<file path="src/rtl/uart_io_pkg.sv">
// rtl/uart_io_pkg.sv - shared types and constants for the UART I/O controller
package uart_io_pkg;

    typedef enum logic [1:0] {
        IDLE,
        PRESENT,
        GAP
    } tx_state_e;

    localparam logic [31:0] RX_EMPTY_VALUE = 32'hFFFF_FFFF;

    function automatic int ptr_width(input int depth);
        return (depth > 1) ? $clog2(depth) : 1;
    endfunction

endpackage

</file>
<file path="src/rtl/uart_io_ctrl_if.sv">
// rtl/uart_io_ctrl_if.sv - datapath and serial-core signals of the UART I/O controller
interface uart_io_ctrl_if;

    logic        uart_write_en;
    logic [7:0]  tx_wdata;
    logic        uart_read_en;
    logic [31:0] read_data;
    logic        flag_clr;
    logic        tx_valid;
    logic [7:0]  tx_byte;
    logic        tx_ready;
    logic        rx_valid;
    logic [7:0]  rx_byte;
    logic        tx_full;
    logic        rx_empty;
    logic        tx_drop;
    logic        rx_overrun;

    modport master (
        input  uart_write_en, tx_wdata, uart_read_en, flag_clr,
        input  tx_ready, rx_valid, rx_byte,
        output read_data, tx_valid, tx_byte,
        output tx_full, rx_empty, tx_drop, rx_overrun
    );

    modport slave (
        output uart_write_en, tx_wdata, uart_read_en, flag_clr,
        output tx_ready, rx_valid, rx_byte,
        input  read_data, tx_valid, tx_byte,
        input  tx_full, rx_empty, tx_drop, rx_overrun
    );

endinterface

</file>
<file path="src/rtl/sync_fifo.sv">
// rtl/sync_fifo.sv - single-clock FIFO with a head output readable without popping
module sync_fifo
    import uart_io_pkg::*;
#(
    parameter int WIDTH = 8,
    parameter int DEPTH = 16
) (
    input  logic                          clk,
    input  logic                          reset,
    input  logic                          push,
    input  logic                          pop,
    input  logic [WIDTH-1:0]              wdata,
    output logic [WIDTH-1:0]              head,
    output logic                          full,
    output logic                          empty,
    output logic [ptr_width(DEPTH):0]     count
);

    localparam int PW = ptr_width(DEPTH);
    localparam int CW = PW + 1;

    logic [WIDTH-1:0] mem [DEPTH];
    logic [PW-1:0]    wr_ptr;
    logic [PW-1:0]    rd_ptr;
    logic             do_push;
    logic             do_pop;

    // A pop in the same cycle frees a slot, so a full FIFO still takes the push.
    assign do_pop  = pop & ~empty;
    assign do_push = push & (~full | do_pop);

    assign full  = (count == CW'(DEPTH));
    assign empty = (count == '0);
    assign head  = mem[rd_ptr];

    always_ff @(posedge clk) begin
        if (reset) begin
            wr_ptr <= '0;
            rd_ptr <= '0;
            count  <= '0;
        end else begin
            if (do_push) wr_ptr <= wr_ptr + PW'(1);
            if (do_pop)  rd_ptr <= rd_ptr + PW'(1);
            case ({do_push, do_pop})
                2'b10:   count <= count + CW'(1);
                2'b01:   count <= count - CW'(1);
                default: count <= count;
            endcase
        end
    end

    always_ff @(posedge clk) begin
        if (do_push) mem[wr_ptr] <= wdata;
    end

endmodule

</file>
<file path="src/rtl/uart_io_ctrl.sv">
// rtl/uart_io_ctrl.sv - TX/RX byte buffering between the datapath and the UART serial cores
// Optional internal TX-to-RX loopback is enabled by defining UART_LOOPBACK_EN.
module uart_io_ctrl
    import uart_io_pkg::*;
#(
    parameter int TX_DEPTH   = 16,
    parameter int RX_DEPTH   = 16,
    parameter int GAP_CYCLES = 0
) (
    input  logic clk,
    input  logic reset,
`ifdef UART_LOOPBACK_EN
    input  logic loopback,
`endif
    uart_io_ctrl_if.master bus
);

    localparam int TX_CW    = ptr_width(TX_DEPTH) + 1;
    localparam int RX_CW    = ptr_width(RX_DEPTH) + 1;
    localparam int GAP_W    = (GAP_CYCLES > 2) ? $clog2(GAP_CYCLES) : 1;
    localparam int GAP_LAST = (GAP_CYCLES > 1) ? GAP_CYCLES - 2 : 0;

    tx_state_e        state_q, state_d;
    logic             tx_valid_q, tx_valid_d;
    logic [7:0]       tx_byte_q, tx_byte_d;
    logic [GAP_W-1:0] gap_cnt_q, gap_cnt_d;
    logic             tx_pop;
    logic             tx_accept;

    logic [7:0]       tx_head;
    logic             tx_full_i;
    logic             tx_empty_i;
    logic [TX_CW-1:0] tx_count;

    logic             rx_push;
    logic [7:0]       rx_wdata;
    logic             rx_pop;
    logic [7:0]       rx_head;
    logic             rx_full_i;
    logic             rx_empty_i;
    logic [RX_CW-1:0] rx_count;

    logic             tx_drop_evt;
    logic             rx_overrun_evt;
    logic             tx_drop_q;
    logic             rx_overrun_q;

`ifdef UART_LOOPBACK_EN
    // In loopback the offered byte is consumed internally and written into RX.
    assign tx_accept    = tx_valid_q & (loopback | bus.tx_ready);
    assign bus.tx_valid = tx_valid_q & ~loopback;
    assign rx_push      = loopback ? tx_accept : bus.rx_valid;
    assign rx_wdata     = loopback ? tx_byte_q : bus.rx_byte;
`else
    assign tx_accept    = tx_valid_q & bus.tx_ready;
    assign bus.tx_valid = tx_valid_q;
    assign rx_push      = bus.rx_valid;
    assign rx_wdata     = bus.rx_byte;
`endif

    sync_fifo #(.WIDTH(8), .DEPTH(TX_DEPTH)) u_tx_fifo (
        .clk   (clk),
        .reset (reset),
        .push  (bus.uart_write_en),
        .pop   (tx_pop),
        .wdata (bus.tx_wdata),
        .head  (tx_head),
        .full  (tx_full_i),
        .empty (tx_empty_i),
        .count (tx_count)
    );

    assign rx_pop = bus.uart_read_en & ~rx_empty_i;

    sync_fifo #(.WIDTH(8), .DEPTH(RX_DEPTH)) u_rx_fifo (
        .clk   (clk),
        .reset (reset),
        .push  (rx_push),
        .pop   (rx_pop),
        .wdata (rx_wdata),
        .head  (rx_head),
        .full  (rx_full_i),
        .empty (rx_empty_i),
        .count (rx_count)
    );

    always_ff @(posedge clk) begin
        if (reset) begin
            state_q    <= IDLE;
            tx_valid_q <= 1'b0;
            tx_byte_q  <= '0;
            gap_cnt_q  <= '0;
        end else begin
            state_q    <= state_d;
            tx_valid_q <= tx_valid_d;
            tx_byte_q  <= tx_byte_d;
            gap_cnt_q  <= gap_cnt_d;
        end
    end

    // The IDLE cycle that follows GAP is the last inter-byte idle cycle, so GAP
    // itself lasts GAP_CYCLES-1 cycles.
    always_comb begin
        state_d    = state_q;
        tx_valid_d = tx_valid_q;
        tx_byte_d  = tx_byte_q;
        gap_cnt_d  = gap_cnt_q;
        tx_pop     = 1'b0;
        unique case (state_q)
            IDLE: begin
                if (!tx_empty_i) begin
                    tx_pop     = 1'b1;
                    tx_byte_d  = tx_head;
                    tx_valid_d = 1'b1;
                    state_d    = PRESENT;
                end
            end
            PRESENT: begin
                if (tx_accept) begin
                    tx_valid_d = 1'b0;
                    gap_cnt_d  = '0;
                    state_d    = (GAP_CYCLES > 1) ? GAP : IDLE;
                end
            end
            GAP: begin
                if (gap_cnt_q == GAP_W'(GAP_LAST)) state_d = IDLE;
                else                               gap_cnt_d = gap_cnt_q + GAP_W'(1);
            end
            default: state_d = IDLE;
        endcase
    end

    assign tx_drop_evt    = bus.uart_write_en & tx_full_i & ~tx_pop;
    assign rx_overrun_evt = rx_push & rx_full_i & ~rx_pop;

    // A new event in the clearing cycle wins over flag_clr.
    always_ff @(posedge clk) begin
        if (reset) begin
            tx_drop_q    <= 1'b0;
            rx_overrun_q <= 1'b0;
        end else begin
            tx_drop_q    <= (tx_drop_q & ~bus.flag_clr) | tx_drop_evt;
            rx_overrun_q <= (rx_overrun_q & ~bus.flag_clr) | rx_overrun_evt;
        end
    end

    always_ff @(posedge clk) begin
        if (!reset) begin
            assert (tx_count <= TX_CW'(TX_DEPTH));
            assert (rx_count <= RX_CW'(RX_DEPTH));
        end
    end

    assign bus.tx_byte    = tx_byte_q;
    assign bus.read_data  = rx_empty_i ? RX_EMPTY_VALUE : {24'h0, rx_head};
    assign bus.tx_full    = tx_full_i;
    assign bus.rx_empty   = rx_empty_i;
    assign bus.tx_drop    = tx_drop_q;
    assign bus.rx_overrun = rx_overrun_q;

endmodule

</file>
<file path="src/flat_wrapper.sv">
// flat-port wrapper written by rule: the top's interface ports become plain ports
module uart_io_ctrl_flat import uart_io_pkg::*;
#(
    parameter int TX_DEPTH   = 16,
    parameter int RX_DEPTH   = 16,
    parameter int GAP_CYCLES = 0
)
  (clk, reset, bus_uart_write_en, bus_tx_wdata, bus_uart_read_en, bus_flag_clr, bus_tx_ready, bus_rx_valid, bus_rx_byte, bus_read_data, bus_tx_valid, bus_tx_byte, bus_tx_full, bus_rx_empty, bus_tx_drop, bus_rx_overrun);
  uart_io_ctrl_if bus_i ();
  input  logic clk;
  input  logic reset;
  input wire logic [$bits(bus_i.uart_write_en)-1:0] bus_uart_write_en;
  input wire logic [$bits(bus_i.tx_wdata)-1:0] bus_tx_wdata;
  input wire logic [$bits(bus_i.uart_read_en)-1:0] bus_uart_read_en;
  input wire logic [$bits(bus_i.flag_clr)-1:0] bus_flag_clr;
  input wire logic [$bits(bus_i.tx_ready)-1:0] bus_tx_ready;
  input wire logic [$bits(bus_i.rx_valid)-1:0] bus_rx_valid;
  input wire logic [$bits(bus_i.rx_byte)-1:0] bus_rx_byte;
  output wire logic [$bits(bus_i.read_data)-1:0] bus_read_data;
  output wire logic [$bits(bus_i.tx_valid)-1:0] bus_tx_valid;
  output wire logic [$bits(bus_i.tx_byte)-1:0] bus_tx_byte;
  output wire logic [$bits(bus_i.tx_full)-1:0] bus_tx_full;
  output wire logic [$bits(bus_i.rx_empty)-1:0] bus_rx_empty;
  output wire logic [$bits(bus_i.tx_drop)-1:0] bus_tx_drop;
  output wire logic [$bits(bus_i.rx_overrun)-1:0] bus_rx_overrun;
  assign bus_i.uart_write_en = bus_uart_write_en;
  assign bus_i.tx_wdata = bus_tx_wdata;
  assign bus_i.uart_read_en = bus_uart_read_en;
  assign bus_i.flag_clr = bus_flag_clr;
  assign bus_i.tx_ready = bus_tx_ready;
  assign bus_i.rx_valid = bus_rx_valid;
  assign bus_i.rx_byte = bus_rx_byte;
  assign bus_read_data = bus_i.read_data;
  assign bus_tx_valid = bus_i.tx_valid;
  assign bus_tx_byte = bus_i.tx_byte;
  assign bus_tx_full = bus_i.tx_full;
  assign bus_rx_empty = bus_i.rx_empty;
  assign bus_tx_drop = bus_i.tx_drop;
  assign bus_rx_overrun = bus_i.rx_overrun;
  uart_io_ctrl #(.TX_DEPTH(TX_DEPTH), .RX_DEPTH(RX_DEPTH), .GAP_CYCLES(GAP_CYCLES)) u_core (.clk(clk), .reset(reset), .bus(bus_i));
endmodule
</file>
<file path="config.mk">
export PLATFORM = sky130hd
export DESIGN_NAME = uart_io_ctrl_flat
export DESIGN_NICKNAME = d
export VERILOG_FILES = /design/src/rtl/uart_io_pkg.sv /design/src/rtl/uart_io_ctrl_if.sv /design/src/rtl/sync_fifo.sv /design/src/rtl/uart_io_ctrl.sv /design/src/flat_wrapper.sv
export SDC_FILE = /design/constraint.sdc
export NUM_CORES = 1
export LEC_CHECK = 0
export BUFFER_PORTS_ARGS = -buffer_cell sky130_fd_sc_hd__buf_4
export CAP_MARGIN = 20
export CORE_MARGIN = 3
export CORE_UTILIZATION = 55
export DETAILED_ROUTE_END_ITERATION = 8
export HOLD_SLACK_MARGIN = 0.08
export PLACE_DENSITY_LB_ADDON = 0.1
export SETUP_SLACK_MARGIN = 0.05
export SYNTH_ARGS = -nofsm -noshare
export SYNTH_HDL_FRONTEND = slang
export SYNTH_SLANG_ARGS = --single-unit
</file>
<file path="constraint.sdc">
create_clock -name clk -period 2.8 [get_ports clk]
set_input_delay 0.14 -clock clk [delete_from_list [all_inputs] [get_ports clk]]
set_output_delay 0.14 -clock clk [all_outputs]
set_load 0.005 [all_outputs]
</file>
==> flow_metrics.env <==
export IMPL_hpwl_um=15290
export IMPL_cp_data_arrival_time_ns=3.11
export IMPL_htreeDepth=1
export IMPL_multi_input_area_sq_um=3241
export IMPL_fp_dieW_um=154.3
export IMPL_synthArstFlopShare_pct=0
export IMPL_cts_tree="done"
export IMPL_wl_um=23350
export IMPL_fin_crit_sh_pct=96.56
export IMPL_synth_compound_area_share_pct=3.300
export IMPL_cp_buffers_inverters=0
export IMPL_grtUsageTotal_pct=19.83
export IMPL_netlist_instances=675
export IMPL_antenna_left=0
export IMPL_yosysWarningCount=0
export IMPL_first_iter_violations=471
export IMPL_final_cells=1067
export IMPL_synthSimpleGateAreaFrac_pct=5.410
export IMPL_reg2reg_from="u_core.u_tx_fifo.count[0]$_SDFFE_PP0P_"
export IMPL_fmax_ghz=0.3699
export IMPL_power_leakage_nw=4.629
export IMPL_via_per_inst=5.853
export IMPL_synth_cell_types=48
export IMPL_cts_buffer_depth=3
export IMPL_synth_adder_area_share_pct=1.241
export IMPL_ys_ff_latch=297
export IMPL_clk_latency_ns=0.53
export IMPL_hold_start="bus_uart_read_en"
export IMPL_finalClockSkew_ns=0.01294
export IMPL_port_buffers=67
export IMPL_finalNetCount=809
export IMPL_worst_pin_slew_ns=0.9737
export IMPL_crit_cells=9
export IMPL_place_congestion=0.8792
export IMPL_seq_area_frac_synth_pct=70.34
export IMPL_drive_gt1_share_pct=27.53
export IMPL_holdCritPathClass="input pin to flip-flop"
export IMPL_clock_sinks=297
export IMPL_worst_path_largest_cell_delay_ns=0.56
export IMPL_grt_pass1_wl_um=36980
export IMPL_die_area_sq_um=23810
export IMPL_min_period_ns=2.704
export IMPL_cts_buffers=29
export IMPL_wl_per_cell_um=21.88
export IMPL_area_growth_pct=15.88
export IMPL_hold_depth=4
export IMPL_synth_top_family_by_area="multiplexers"
export IMPL_synth_ff_type="edfxtp_1"
export IMPL_antenna_found_initial=0
export IMPL_synthMuxAreaShare_pct=15.63
export IMPL_drtPass1Iterations=5
export IMPL_gr_total_overflow=0
export IMPL_syn_nets=710
export IMPL_drc=0
export IMPL_slew_violations=0
export IMPL_worstSetupPathType="flip-flop to flip-flop"
export IMPL_crit_chain="or4_1 > o21ai_2 > nor2_1 > xor2_1 > ha_1 > or4_1 > a2111oi_4 > o21ai_0 > nor3b_1"
export IMPL_seq_area_sq_um=8513
export IMPL_diodes=0
export IMPL_finalSetupViolCount=0
export IMPL_startpoint_type="flip-flop"
export IMPL_initial_core_util_pct=56.83
export IMPL_clkTransAtPathRegs_ns=0.06
export IMPL_r2r_end="u_core.u_tx_fifo.count[4]$_SDFFE_PP0P_"
export IMPL_ff2ff_path_depth=9
export IMPL_grt_pass1_vias=6501
export IMPL_num_fill_cells=1426
export IMPL_hold_violations=0
export IMPL_status="completed"
export IMPL_min_to="u_core.u_rx_fifo.rd_ptr[3]$_SDFFE_PP0N_"
export IMPL_power_density_nw_per_um2=838.6
export IMPL_synth_edff_count=256
export IMPL_setup_tns_ns=0
export IMPL_cpLargestDelayFamily="simple AND/OR/NAND/NOR gates"
export IMPL_crit_slowest_cell="or4_1"
export IMPL_avgSynthCellArea_sq_um=17.92
export IMPL_cp_max_fo=5
export IMPL_num_vias=6245
export IMPL_die_y_um=154.3
export IMPL_cts_root_buf="clkbuf_16"
export IMPL_r2r_slack_ns=0.1
export IMPL_row_count=53
export IMPL_syn_area_sq_um=12100
export IMPL_crit_top_cell="or4_1"
export IMPL_rsz0062_at_grt="yes"
export IMPL_grt_max_degree=45
export IMPL_critPathCaptureType="flip-flop"
export IMPL_synth_xor_area_share_pct=1.014
export IMPL_slew_headroom_pct=34.84
export IMPL_ios=68
export IMPL_crit_required_ns=3.20
export IMPL_dp_cells=994
export IMPL_coreArea_sq_um=21290
export IMPL_cap_violations=0
export IMPL_peakVddDrop_mv=0.5087
worst reg2reg max path, stage by stage (launching register included):
cell and delay [ns]:
dfxtp_1 0.31, or4_1 0.56, o21ai_2 0.18, nor2_1 0.08, xor2_1 0.14, ha_1 0.25
or4_1 0.46, a2111oi_4 0.35, o21ai_0 0.10, nor3b_1 0.14
worst max path at each step:
stage / slack, ns / from / to
2_1_floorplan: 0.06 / u_core.u_tx_fifo.count[0]$_SDFFE_PP0P_ / u_core.u_tx_fifo.count[4]$_SDFFE_PP0P_
3_3_place_gp: 0.21 / u_core.u_tx_fifo.count[0]$_SDFFE_PP0P_ / u_core.u_tx_fifo.count[4]$_SDFFE_PP0P_
3_5_place_dp: 0.1 / u_core.u_tx_fifo.count[0]$_SDFFE_PP0P_ / u_core.u_tx_fifo.count[4]$_SDFFE_PP0P_
4_1_cts: 0.06 / flip-flop / bus_read_data[2]
5_1_grt: 0.006 / u_core.u_tx_fifo.count[0]$_SDFFE_PP0P_ / u_core.u_tx_fifo.count[4]$_SDFFE_PP0P_
6_report: 0.1 / u_core.u_tx_fifo.count[0]$_SDFFE_PP0P_ / u_core.u_tx_fifo.count[4]$_SDFFE_PP0P_
synth_stat cells, types with 11 or more instances:
cell | n | area (sq um)
buf_2 | 12 | 60.06
buf_4 | 25 | 187.7
clkbuf_1 | 19 | 71.32
dfxtp_1 | 41 | 820.8
edfxtp_1 | 256 | 7687
ha_1 | 12 | 150.1
inv_1 | 11 | 41.29
mux2i_1 | 40 | 400.4
mux4_2 | 64 | 1441
nand2_1 | 12 | 45.04
nor2_1 | 49 | 183.9
nor3_1 | 13 | 65.06
through the flow:
step | util [%] | power, mW | setup WS (ns) | area [sq um] | hold slack (ns)
final | 65.85 | 11.75 | 0.09639 | 14020 | 0.1016
after global routing | 65.85 | 12.30 | 0.006051 | 14020 | 0.1564
after detailed placement | 60.69 | 8.342 | 0.09541 | 12920 | 0.4151
after CTS | 65.73 | 11.85 | 0.06245 | 13990 | 0.08483
after floorplan | - | 7.460 | 0.06468 | 12110 | 0.2389
after global placement | 60.66 | 8.266 | 0.2093 | 12910 | 0.4123
placed cells by master, fill, tap and decap left out, types with 3 or more instances in the layout:
cell and n:
ha_1 12, clkinv_2 6, a21oi_1 8, dlygate4sd3_1 23, nor2b_1 6, xnor2_1 6, buf_4 101, nor3_1 13
o21ai_0 3, or4_1 4, dfxtp_1 39, nand3b_1 10, nand2b_1 8, inv_1 11, o211ai_1 4, nand2_1 12
mux4_2 64, nor2_1 48, nand4_1 3, nand3_1 7, and3_1 5, xor2_1 8, clkinv_1 11, a22oi_1 8
clkbuf_16 29, mux2i_1 40, o221ai_1 8, edfxtp_1 256
flip-flops by register name (all words and copies together) (netlist names), named ones only:
signal,cells
u_core.bus.tx_byte,8
u_core.u_rx_fifo.count,5
u_core.u_rx_fifo.wr_ptr,4
u_core.u_tx_fifo.wr_ptr,4
u_core.bus.tx_valid,1
u_core.u_tx_fifo.count,5
u_core.u_tx_fifo.mem,128
u_core.bus.rx_overrun,1
u_core.u_rx_fifo.rd_ptr,4
u_core.u_tx_fifo.rd_ptr,4
u_core.u_rx_fifo.mem,128
u_core.bus.tx_drop,1
cell families (layout without fill, tap and decap cells):
| logic type | count (synthesis) | after routing |
|---|---|---|
| DFF | 297 | 297 |
| AOI/OAI and AO/OA | 49 | 49 |
| adders and majority gates | 12 | 12 |
| and+or+nand+nor | 125 | 125 |
| buffers and inverters | 70 | 187 |
| muxes | 108 | 108 |
| xor gates and xnor gates | 14 | 14 |
timing repair:
action / CTS / global route
endpoints found under the hold margin: 275 / 0
hold buffers: 23 / 0
buffers inserted: 0 / 0
endpoints found under the setup margin: 0 / 3
resized for setup: 0 / 3
per-layer routing:
| layer | global-route usage [%] | wire length, um |
|---|---|---|
| met5 | 0 | 0 |
| met3 | 2.686 | 1067 |
| met1 | 25.94 | 9560 |
| met2 | 35.46 | 12270 |
| met4 | 4.962 | 458 |
cell type report:
type / count / area share, %
clock inverter: 20 / 0.8301
inverter: 11 / 0.2946
multi-input combinational: 308 / 23.12
tap: 275 / 2.455
sequential: 297 / 60.73
clock buffer: 29 / 5.177
timing repair buffer: 127 / 7.391
report_power, final:
| group | switching, mW | total [mW] | leakage (nW) | internal, mW |
|---|---|---|---|---|
| combinational | 1.50 | 3.11 | 1.57 | 1.60 |
| sequential | 0.174 | 5.17 | 2.65 | 5.00 |
| clock | 1.52 | 3.47 | 0.413 | 1.95 |
Note: power is estimated with default switching activity, not from simulation.
